<file path="src/rtl/lfsr_stim_gen_pkg.sv">
// rtl/lfsr_stim_gen_pkg.sv - shared types, constants and LFSR step function for the stimulus generator
package stim_pkg;

  typedef enum logic [1:0] {S_IDLE, S_RUN, S_DONE} stim_state_t;

  localparam int          LFSR_TAPS [4] = '{31, 21, 1, 0};
  localparam logic [31:0] DEFAULT_SEED  = 32'hACE1_2468;

  // Fibonacci form: shift left, feedback enters at bit 0.
  function automatic logic [31:0] lfsr_step(input logic [31:0] s);
    logic fb;
    fb = s[LFSR_TAPS[0]] ^ s[LFSR_TAPS[1]] ^ s[LFSR_TAPS[2]] ^ s[LFSR_TAPS[3]];
    return {s[30:0], fb};
  endfunction

endpackage

</file>
<file path="src/rtl/lfsr_stim_gen_lfsr32.sv">
// rtl/lfsr_stim_gen_lfsr32.sv - 32-bit LFSR state register with load and advance
module lfsr32
  import stim_pkg::*;
(
  input  logic        clk,
  input  logic        load,
  input  logic [31:0] seed,
  input  logic        advance,
  output logic [31:0] state
);

  logic [31:0] state_q;
  logic [31:0] state_d;

  always_comb begin
    state_d = state_q;
    if (load) begin
      state_d = seed;
    end else if (advance) begin
      state_d = lfsr_step(state_q);
    end
  end

  always_ff @(posedge clk) begin
    state_q <= state_d;
  end

  assign state = state_q;

endmodule

</file>
<file path="src/rtl/lfsr_stim_gen.sv">
// rtl/lfsr_stim_gen.sv - pseudo-random write stimulus source with back-pressure
// Optional random gap cycles enabled by LFSR_STIM_GAP_EN.
module lfsr_stim_gen
  import stim_pkg::*;
#(
  parameter int          DATA_WIDTH = 16,
  parameter logic [31:0] SEED       = DEFAULT_SEED,
  parameter int          NUM_TXN    = 64,
  parameter int          DELAY_BITS = 3
) (
  input  logic                  clk,
  input  logic                  rst,
  input  logic                  start,
  input  logic                  queue_full,
  output logic                  wen,
  output logic [DATA_WIDTH-1:0] data_out,
  output logic [15:0]           delay,
  output logic                  busy,
  output logic                  done,
  output logic [15:0]           txn_count
);

  localparam logic [31:0] SEED_EFF  = (SEED == 32'h0) ? 32'h1 : SEED;
  localparam logic [15:0] NUM_TXN_W = 16'(NUM_TXN);

  stim_state_t state_q;
  logic [15:0] txn_count_q;
  logic [15:0] txn_count_d;
  logic        busy_q;
  logic        done_q;
  logic [31:0] lfsr_state;
  logic        run_ok;
  logic        gap;
  logic        wr;
  logic        unused_lfsr;

  // Gated by rst so nothing transfers on the reset cycle.
  assign run_ok = (state_q == S_RUN) && !queue_full && !rst;

`ifdef LFSR_STIM_GAP_EN
  assign gap = lfsr_state[30];
`else
  assign gap = 1'b0;
`endif

  assign wr          = run_ok && !gap;
  assign txn_count_d = txn_count_q + 16'd1;

  // A gap cycle still consumes an LFSR value, so the LFSR follows run_ok, not wr.
  lfsr32 u_lfsr (
    .clk     (clk),
    .load    (rst),
    .seed    (SEED_EFF),
    .advance (run_ok),
    .state   (lfsr_state)
  );

  always_ff @(posedge clk) begin
    if (rst) begin
      state_q     <= S_IDLE;
      txn_count_q <= 16'd0;
      busy_q      <= 1'b0;
      done_q      <= 1'b0;
    end else begin
      case (state_q)
        S_IDLE, S_DONE: begin
          if (start) begin
            txn_count_q <= 16'd0;
            if (NUM_TXN_W == 16'd0) begin
              state_q <= S_DONE;
              busy_q  <= 1'b0;
              done_q  <= 1'b1;
            end else begin
              state_q <= S_RUN;
              busy_q  <= 1'b1;
              done_q  <= 1'b0;
            end
          end
        end
        S_RUN: begin
          if (wr) begin
            txn_count_q <= txn_count_d;
            if (txn_count_d == NUM_TXN_W) begin
              state_q <= S_DONE;
              busy_q  <= 1'b0;
              done_q  <= 1'b1;
            end
          end
        end
        default: begin
          state_q <= S_IDLE;
          busy_q  <= 1'b0;
          done_q  <= 1'b0;
        end
      endcase
    end
  end

  assign wen         = wr;
  assign data_out    = lfsr_state[DATA_WIDTH-1:0];
  assign delay       = 16'(lfsr_state[31 -: DELAY_BITS]);
  assign busy        = busy_q;
  assign done        = done_q;
  assign txn_count   = txn_count_q;
  assign unused_lfsr = ^lfsr_state;

endmodule

</file>
<file path="config.mk">
export PLATFORM = sky130hd
export DESIGN_NAME = lfsr_stim_gen
export DESIGN_NICKNAME = d
export VERILOG_FILES = /design/src/rtl/lfsr_stim_gen_pkg.sv /design/src/rtl/lfsr_stim_gen_lfsr32.sv /design/src/rtl/lfsr_stim_gen.sv
export SDC_FILE = /design/constraint.sdc
export NUM_CORES = 1
export LEC_CHECK = 0
export ABC_AREA = 1
export BUFFER_PORTS_ARGS = -buffer_cell sky130_fd_sc_hd__buf_2
export CAP_MARGIN = 40
export CORE_ASPECT_RATIO = 0.5
export CORE_UTILIZATION = 58
export CTS_CLUSTER_DIAMETER = 50
export DETAILED_ROUTE_END_ITERATION = 10
export GPL_TIMING_DRIVEN = 0
export PLACE_DENSITY = 0.84
export SYNTH_ARGS = -nofsm -noshare
export SYNTH_HDL_FRONTEND = slang
export SYNTH_SLANG_ARGS = --single-unit
</file>
<file path="constraint.sdc">
create_clock -name clk -period 3.8 [get_ports clk]
set_input_delay 0.76 -clock clk [delete_from_list [all_inputs] [get_ports clk]]
set_output_delay 0.76 -clock clk [all_outputs]
set_load 0.02 [all_outputs]
</file>
==> Word level (Yosys, flattened, before mapping) <==
Index checks and enable logic that the tools add are counted.
{ "word_totals": {"input_bits": 4, "reg_bits": 52, "elab_cells": 39, "out_inout_bits": 51} }
{ "classes": {"n_eq_ne": 6, "n_mux": 15, "n_reduce_logical": 9, "n_addsub": 1, "bitwise_logic": 3} }
{ "ops": {"columns": ["op", "count"], "rows": [
  ["2-to-1 mux 16 bit", 2],
  ["case mux 16 bit (2 select lines)", 1],
  ["adder 16 x 1 -> 16 bit (second input constant)", 1],
  ["equality test 16 x 7 -> 1 bit (second input constant)", 1],
  ["2-to-1 mux 1 bit", 6],
  ["2-to-1 mux 2 bit", 3],
  ["AND reduction 3 bit", 2],
  ["inequality test 2 bit (second input constant)", 2],
  ["case mux 1 bit (2 select lines)", 2],
  ["case mux 2 bit (2 select lines)", 1],
  ["bitwise XOR 1 bit", 3],
  ["equality test 2 x 1 -> 1 bit (second input constant)", 1],
  ["equality test 2 bit (second input constant)", 1],
  ["logical AND 1 bit", 2],
  ["logical NOT 1 bit", 2],
  ["logical NOT 2 bit", 1],
  ["inequality test 2 x 1 -> 1 bit (second input constant)", 1],
  ["nonzero test 2 bit", 1],
  ["OR reduction 2 bit", 1]
]} }

==> Depth between registers and ports, before layout <==
Gate-level depths: netlist of run 1.
{ "logic_depth": {"word_depth": 5, "depth_mapped": 16, "depth_no_buf": 16} }

==> Cells and area by module <==
From an unflattened synthesis of run 1, not the netlist that was laid out.
{ "unflattened": {"cells_unflattened": 355, "hier_area_um2": 2801.4} }
{ "by_module_without_submodules": {"columns": ["module", "instances", "cells_each", "seq_area_each_um2", "area_per_inst_um2"], "rows": [
  ["lfsr32", 1, 150, 960.9, 1443.9],
  ["lfsr_stim_gen", 1, 205, 380.4, 1357.6]
]} }

==> Worst setup path before layout of run 1 <==
OpenSTA, ideal clock, no wires.
{ "synth_timing": {"path_type": "input to output", "startpoint": "in queue_full", "endpoint": "out wen", "path_stages": 3, "setup_slack_ns": 1.821, "arrival_time_ns": 1.219, "path_buffers": 0, "cell_sequence": "nor2_2 > nand2_1 > inv_1"} }
{ "synth_via": {"elab_chain_len": 3} }
{ "synth_rtl": {"columns": ["item", "line", "text"], "rows": [
  ["start: declaration", "lfsr_stim_gen.sv:14", "input logic queue_full,"],
  ["logical NOT 1 bit", "lfsr_stim_gen.sv:38", "assign run_ok = (state_q == S_RUN) && !queue_full && !rst;"],
  ["logical AND 1 bit (2 in a row)", "lfsr_stim_gen.sv:38", null],
  ["end: declaration", "lfsr_stim_gen.sv:15", "output logic wen,"]
]} }
No other way between the ends.

==> Worst setup path in the final report of run 1 <==
Same ends and word-level chain as after synthesis.

==> impl_metrics.py, run 1 <==
metrics = {
    "layout": {
        "fill_cells": 315,
        "layout.area.seq_um2": 1021,
        "fin_cells": 463,
        "drive_gt1_share_pct": 26.41,
        "multi_input_area_um2": 1155,
        "postLayoutCoreUtil_pct": 72.93,
        "syn_to_final_growth_pct": 16.34,
        "num-nets-final": 414,
        "diodes": 0,
    },
    "grt": {
        "grt_pass1_vias": 2105,
        "antenna_found_initial": 0,
        "overflow": 0,
        "grt_max_degree": 19,
        "grt_use_total_pct": 25.63,
        "grt_first_pass_wirelength_um": 9294,
    },
    "sta": {
        "finClkSkew_ns": 0.007694,
        "fin_setup_tns_ns": 0,
        "setup_violations": 0,
        "rsz0062_at_grt": "false",
        "slew_viol_final": 0,
        "min_period_ns": 2.352,
        "worst_slack_ns": 1.448,
        "hold_violations": 0,
        "fmax_mhz": 425.1,
        "layout_worst_path_cycle_share_pct": 61.90,
    },
    "synthesis": {
        "synth_seq_area_share_pct": 40.28,
        "avgSynthCellArea_um2": 7.284,
        "synthesis.area_um2": 2535,
        "yosysWarnings": 0,
        "ys_types": 29,
        "synthCells": 348,
        "synth_seq_cells": 51,
    },
    "setup_path": {
        "cp_max_fo": 5,
        "worstSetupEndpointType": "primary output",
        "start_kind": "input pin",
        "r2r_cells": 12,
        "worstSetupPathType": "in2out",
        "arrival_ns": 1.59,
        "cp.required_ns": 3.04,
    },
    "power_and_ir_drop": {
        "p_comb_share_pct": 16.5,
        "p_sw_share_pct": 30.84,
        "p_per_area_nw_per_um2": 377.1,
        "p_seq_share_pct": 53.0,
        "switchingPower_mw": 0.3429,
        "intPower_mw": 0.7692,
        "ir_drop_mv": 0.2389,
        "p_leak_nw": 1.355,
        "p_clk_share_pct": 30.5,
    },
    "routing": {
        "top_layer_used": "met4",
        "wirelength_um": 5481,
        "firstDrtPassIters": 5,
        "wl_met3_um": 398,
        "dr_wl_met2_um": 2603,
        "via_count": 2378,
        "drtAntennaViolNets": 0,
        "drtIter0Drc": 115,
        "drc": 0,
        "wl_per_cell_um": 11.84,
        "avgViaCountPerCell": 5.136,
        "met1_length_um": 2432,
    },
    "clocking": {
        "cts_tree": "built",
        "clk_latency_ns": 0.32,
        "cts_repair_resize_count": 0,
        "post_cts_buffers": 0,
        "cts_hold_buffers": 0,
        "clock-sinks": 51,
        "numCtsBuffers": 5,
        "clk_pin_slew_ns": 0.11,
        "max-clock-path-buffers": 2,
        "h-tree-depth": 2,
        "cts_root_buffer": "clkbuf_8",
    },
    "die": {
        "die_w_um": 95.50,
        "rows": 16,
        "die_h_um": 48.75,
        "fp.coreArea_um2": 4044,
        "pin_count": 55,
        "initial_core_util_pct": 62.69,
        "dieArea_um2": 4655,
    },
    "run_status": {
        "status": "finished clean",
    },
    "job": {
        "cap_violations": 0,
    },
    "place": {
        "port_buffers": 41,
        "pre_cts_ws_ns": 1.461,
        "placed_cells": 455,
        "gp_congestion": 0.8960,
        "dp_hpwl_um": 4055,
    },
    "hold_path": {
        "hp-class": "reg2reg",
        "whs_path_depth": 2,
    },
}
-- final timing paths --
check                                startpoint                             to  slack, ns
setup reg to reg      txn_count[0]$_SDFFE_PP0P_              busy$_SDFFE_PP0P_       1.69
hold reg to reg   u_lfsr.state[27]$_SDFFE_PP1P_  u_lfsr.state[27]$_SDFFE_PP1P_       0.47
hold / removal    u_lfsr.state[27]$_SDFFE_PP1P_  u_lfsr.state[27]$_SDFFE_PP1P_       0.47
setup / recovery                     queue_full                            wen       1.45
-- flip-flops by register name, indices dropped and copies added, names as in the netlist --
register and count:
u_lfsr.state 32, txn_count 16, state_q 2, busy 1
-- stage by stage --
step | cell area (µm²) | power (mW) | hold slack, ns
5_1_grt | 2949 | 1.163 | 0.4919
2_1_floorplan | 2580 | 0.7364 | 0.4236
3_5_place_dp | 2853 | 0.7835 | 0.4401
4_1_cts | 2949 | 1.116 | 0.4670
6_report | 2949 | 1.112 | 0.4707
3_3_place_gp | 2853 | 0.7765 | 0.4346
-- power by group through the flow --
stage	Sequential, mW	Clock [mW]	Combinational [mW]
final	0.589	0.339	0.184
after global routing	0.593	0.365	0.205
after floorplan	0.602	0	0.135
after global placement	0.599	0	0.177
after CTS	0.589	0.343	0.184
after detailed placement	0.600	0	0.183
-- logic make-up (layout without fill, tap and decap cells) --
kind of cell | after synthesis | in the layout | synth area share [%]
DFF | 51 | 51 | 40.28
xor gates and xnor gates | 3 | 3 | 1.037
and+or+nand+nor | 156 | 156 | 27.05
other | 1 | 13 | 0.1479
AOI/OAI and AO/OA | 60 | 60 | 14.56
adders and majority gates | 2 | 2 | 0.9870
buffers and inverters | 75 | 124 | 15.94
-- synth_stat cells --
master    count  area share (%)
inv_1        28             4.1
dfxtp_1      51              40
nor2_2        6             1.5
o21ai_1       1            0.20
nand2_2       6             1.5
o32ai_1       3             1.0
a21oi_1      17             3.4
a21oi_2       2            0.69
o21ai_0      23             4.5
clkbuf_2      1            0.20
nand2_1      70              10
nor2_1       41             6.1
a31o_2        4             1.4
a32o_1        4             1.6
clkbuf_1     11             1.6
nor2_4        1            0.44
ha_1          2            0.99
buf_2         1            0.20
nor3_2        1            0.39
nand3_2       2            0.79
nand3_1      23             4.5
o21ai_2       1            0.35
a211oi_1      4             1.2
buf_4        32             9.5
xnor2_1       3             1.0
a31oi_1       1            0.25
inv_2         2            0.30
conb_1        1            0.15
nand4_1       6             1.5
-- cell usage in the layout, fill, tap and decap left out, types with 2 or more instances in the layout --
master / n
a211oi_1: 4
a21oi_1: 17
a21oi_2: 2
a31o_2: 4
a32o_1: 4
buf_2: 42
buf_4: 32
clkbuf_1: 11
clkbuf_8: 5
conb_1: 13
dfxtp_1: 51
ha_1: 2
inv_1: 28
inv_2: 2
nand2_1: 70
nand2_2: 6
nand3_1: 23
nand3_2: 2
nand4_1: 6
nor2_1: 41
nor2_2: 6
o21ai_0: 23
o32ai_1: 3
xnor2_1: 3
-- critical path: stages --
cell	delay (ns)
buf_2	0.10
nor2_2	0.17
nand2_1	0.18
inv_1	0.18
buf_2	0.19
-- routing by layer --
layer | GRT usage [%] | up-vias
li1 | - | 1213
met1 | 32.74 | 1063
met2 | 42.38 | 93
met3 | 7.233 | 9
met4 | 7.214 | 0
met5 | 0 | -
-- final cells by class --
class	count	area share, %
repair buffers	41	6.958
flip-flops and latches	51	34.62
clock inverters	3	0.9334
inverters	30	3.818
plain buffers	45	9.885
clock buffers	5	2.333
multi-input cells	234	39.16
well taps	54	2.291
(Power assumes the default switching activity.)
==> run 2, diff against run 1 <==
Settings changed: CORE_UTILIZATION 58 to 49, PLACE_DENSITY 0.84 to 0.76.
Clock period 3.8 ns to 2.15 ns, I/O delays scaled along.
==> impl_metrics.py, run 2 (synthesis results as in run 1) <==
metrics = {
    "run_status": {
        "status": "finished clean",
    },
    "sta": {
        "hold_violations": 0,
        "finClkSkew_ns": 0.006174,
        "slew_viol_final": 0,
        "setup_violations": 0,
        "fin_setup_tns_ns": 0,
        "min_period_ns": 1.967,
        "rsz0062_at_grt": "false",
        "fmax_mhz": 508.5,
        "worstMarginPinSlew_ns": 0.5526,
        "layout_worst_path_cycle_share_pct": 91.47,
        "max-slew-margin-rel_pct": 63.16,
    },
    "setup_path": {
        "cp_max_fo": 5,
        "worstSetupPathType": "reg2out",
        "r2r_slack_ns": 0.19,
        "crit_slowest_cell": "dfxtp_1",
        "arrival_ns": 1.54,
        "start_kind": "flip-flop",
        "worstSetupEndpointType": "primary output",
        "critPathMaxStageDelay_ns": 0.41,
        "cp_top_family": "simple AND/OR/NAND/NOR gates",
        "crit_buf_inv": 2,
        "critPathMostFrequentCell": "nand2_1",
        "r2r-end": "state_q[0]$_SDFFE_PP0P_",
        "worstPathCellList": "nand2_1 -> nor2_2 -> nand2_1 -> inv_1 -> buf_2",
        "r2r-start": "txn_count[0]$_SDFFE_PP0P_",
        "r2r_cells": 13,
        "cp.required_ns": 1.72,
    },
    "clocking": {
        "h-tree-depth": 2,
        "max-clock-path-buffers": 2,
        "cts_root_buffer": "clkbuf_8",
        "clk_pin_slew_ns": 0.10,
        "numCtsBuffers": 5,
        "clock-sinks": 51,
        "cts_tree": "built",
        "post_cts_buffers": 0,
        "clk_latency_ns": 0.31,
    },
    "place": {
        "dp_hpwl_um": 3881,
        "place_area_um2": 2873,
        "gp_congestion": 0.8892,
        "port_buffers": 41,
    },
    "grt": {
        "antenna_found_initial": 0,
        "grt_use_total_pct": 20.74,
        "grt_max_degree": 18,
        "overflow": 0,
        "grt_pass1_vias": 2051,
        "grt_first_pass_wirelength_um": 8949,
    },
    "hold_path": {
        "hp-class": "in2reg",
        "whs_path_depth": 3,
        "holdCritStartpoint": "start",
        "holdPathEnd": "busy$_SDFFE_PP0P_",
    },
    "power_and_ir_drop": {
        "ir_drop_mv": 0.3507,
        "p_leak_nw": 1.355,
        "p_per_area_nw_per_um2": 656.2,
    },
    "layout": {
        "design_area_um2": 2972,
        "diodes": 0,
        "drive_gt1_share_pct": 27.38,
        "final_common_cell": "nand2_1",
        "largest_reg_flops": 32,
        "num-nets-final": 414,
        "syn_to_final_growth_pct": 17.23,
        "layout_common_cells": "70 x nand2_1, 49 x dfxtp_1, 42 x buf_2",
    },
    "routing": {
        "drtAntennaViolNets": 0,
        "wl_per_cell_um": 11.52,
        "firstDrtPassIters": 4,
        "avgViaCountPerCell": 4.879,
        "drc": 0,
        "wirelength_um": 5519,
        "drtIter0Drc": 80,
        "via_count": 2337,
    },
    "job": {
        "cap_violations": 0,
    },
    "die": {
        "fp.coreArea_um2": 4955,
        "die_w_um": 103.7,
        "dieArea_um2": 5483,
        "die_h_um": 52.86,
        "rows": 18,
        "initial_core_util_pct": 51.16,
        "pin_count": 55,
    },
}
run 2: worst max-delay path by stage:
stage / depth (start not counted) / start / to
final: 5 / state_q[0]$_SDFFE_PP0P_ / wen
after global routing: 13 / txn_count[0]$_SDFFE_PP0P_ / state_q[0]$_SDFFE_PP0P_
after CTS: 12 / txn_count[0]$_SDFFE_PP0P_ / busy$_SDFFE_PP0P_
after detailed placement: 12 / txn_count[0]$_SDFFE_PP0P_ / busy$_SDFFE_PP0P_
after global placement: 12 / txn_count[0]$_SDFFE_PP0P_ / busy$_SDFFE_PP0P_
after floorplan: 12 / txn_count[0]$_SDFFE_PP0P_ / busy$_SDFFE_PP0P_
run 2: power breakdown:
| part | switching, mW | internal (mW) |
|---|---|---|
| logic | 0.204 | 0.121 |
| registers | 0.0439 | 0.997 |
| clock network | 0.348 | 0.236 |
| total | 0.595 | 1.35 |
run 2: worst reg2reg max path: stages (launching register included):
cell,delay (ns)
dfxtp_2,0.41
ha_2,0.24
nand2_2,0.09
nor2_4,0.16
nand2_1,0.11
o21ai_1,0.17
nand2_2,0.08
nor3_2,0.19
nand2_1,0.11
nand2_2,0.10
nand3_2,0.09
nand2_1,0.07
nand2_1,0.04
inv_1,0.05
run 2: what timing repair did:
item	in CTS	in global routing
hold buffers	0	0
endpoints found under the setup margin	0	2
gates resized for setup	0	4
run 2: layout make-up:
type / count / area (µm²)
Inverter: 30 / 112.6
Timing Repair Buffer: 41 / 205.2
Clock buffer: 5 / 68.82
Clock inverter: 3 / 22.52
Tap cell: 70 / 87.58
Multi-Input combinational cell: 234 / 1160
Sequential cell: 51 / 1023
Fill cell: 471 / 1983
Buffer: 45 / 291.5
run 2: layer usage:
metal	part of all wire (%)	GRT usage (%)
met5	0	0
met4	1.0	7.143
met3	5.0	5.665
met2	47	35.79
met1	47	25.66
run 2: through the flow:
stage	setup WS (ns)	std cells	total power, mW	hold WS (ns)	util [%]
6_report	0.1834	479	1.950	0.4053	59.97
5_1_grt	0.03385	479	2.039	0.3995	59.97
4_1_cts	0.09734	479	1.959	0.4014	59.82
3_5_place_dp	0.1158	471	1.384	0.4431	57.98
3_3_place_gp	0.1494	471	1.375	0.4360	57.98
2_1_floorplan	0.2546	360	1.301	0.4236	-
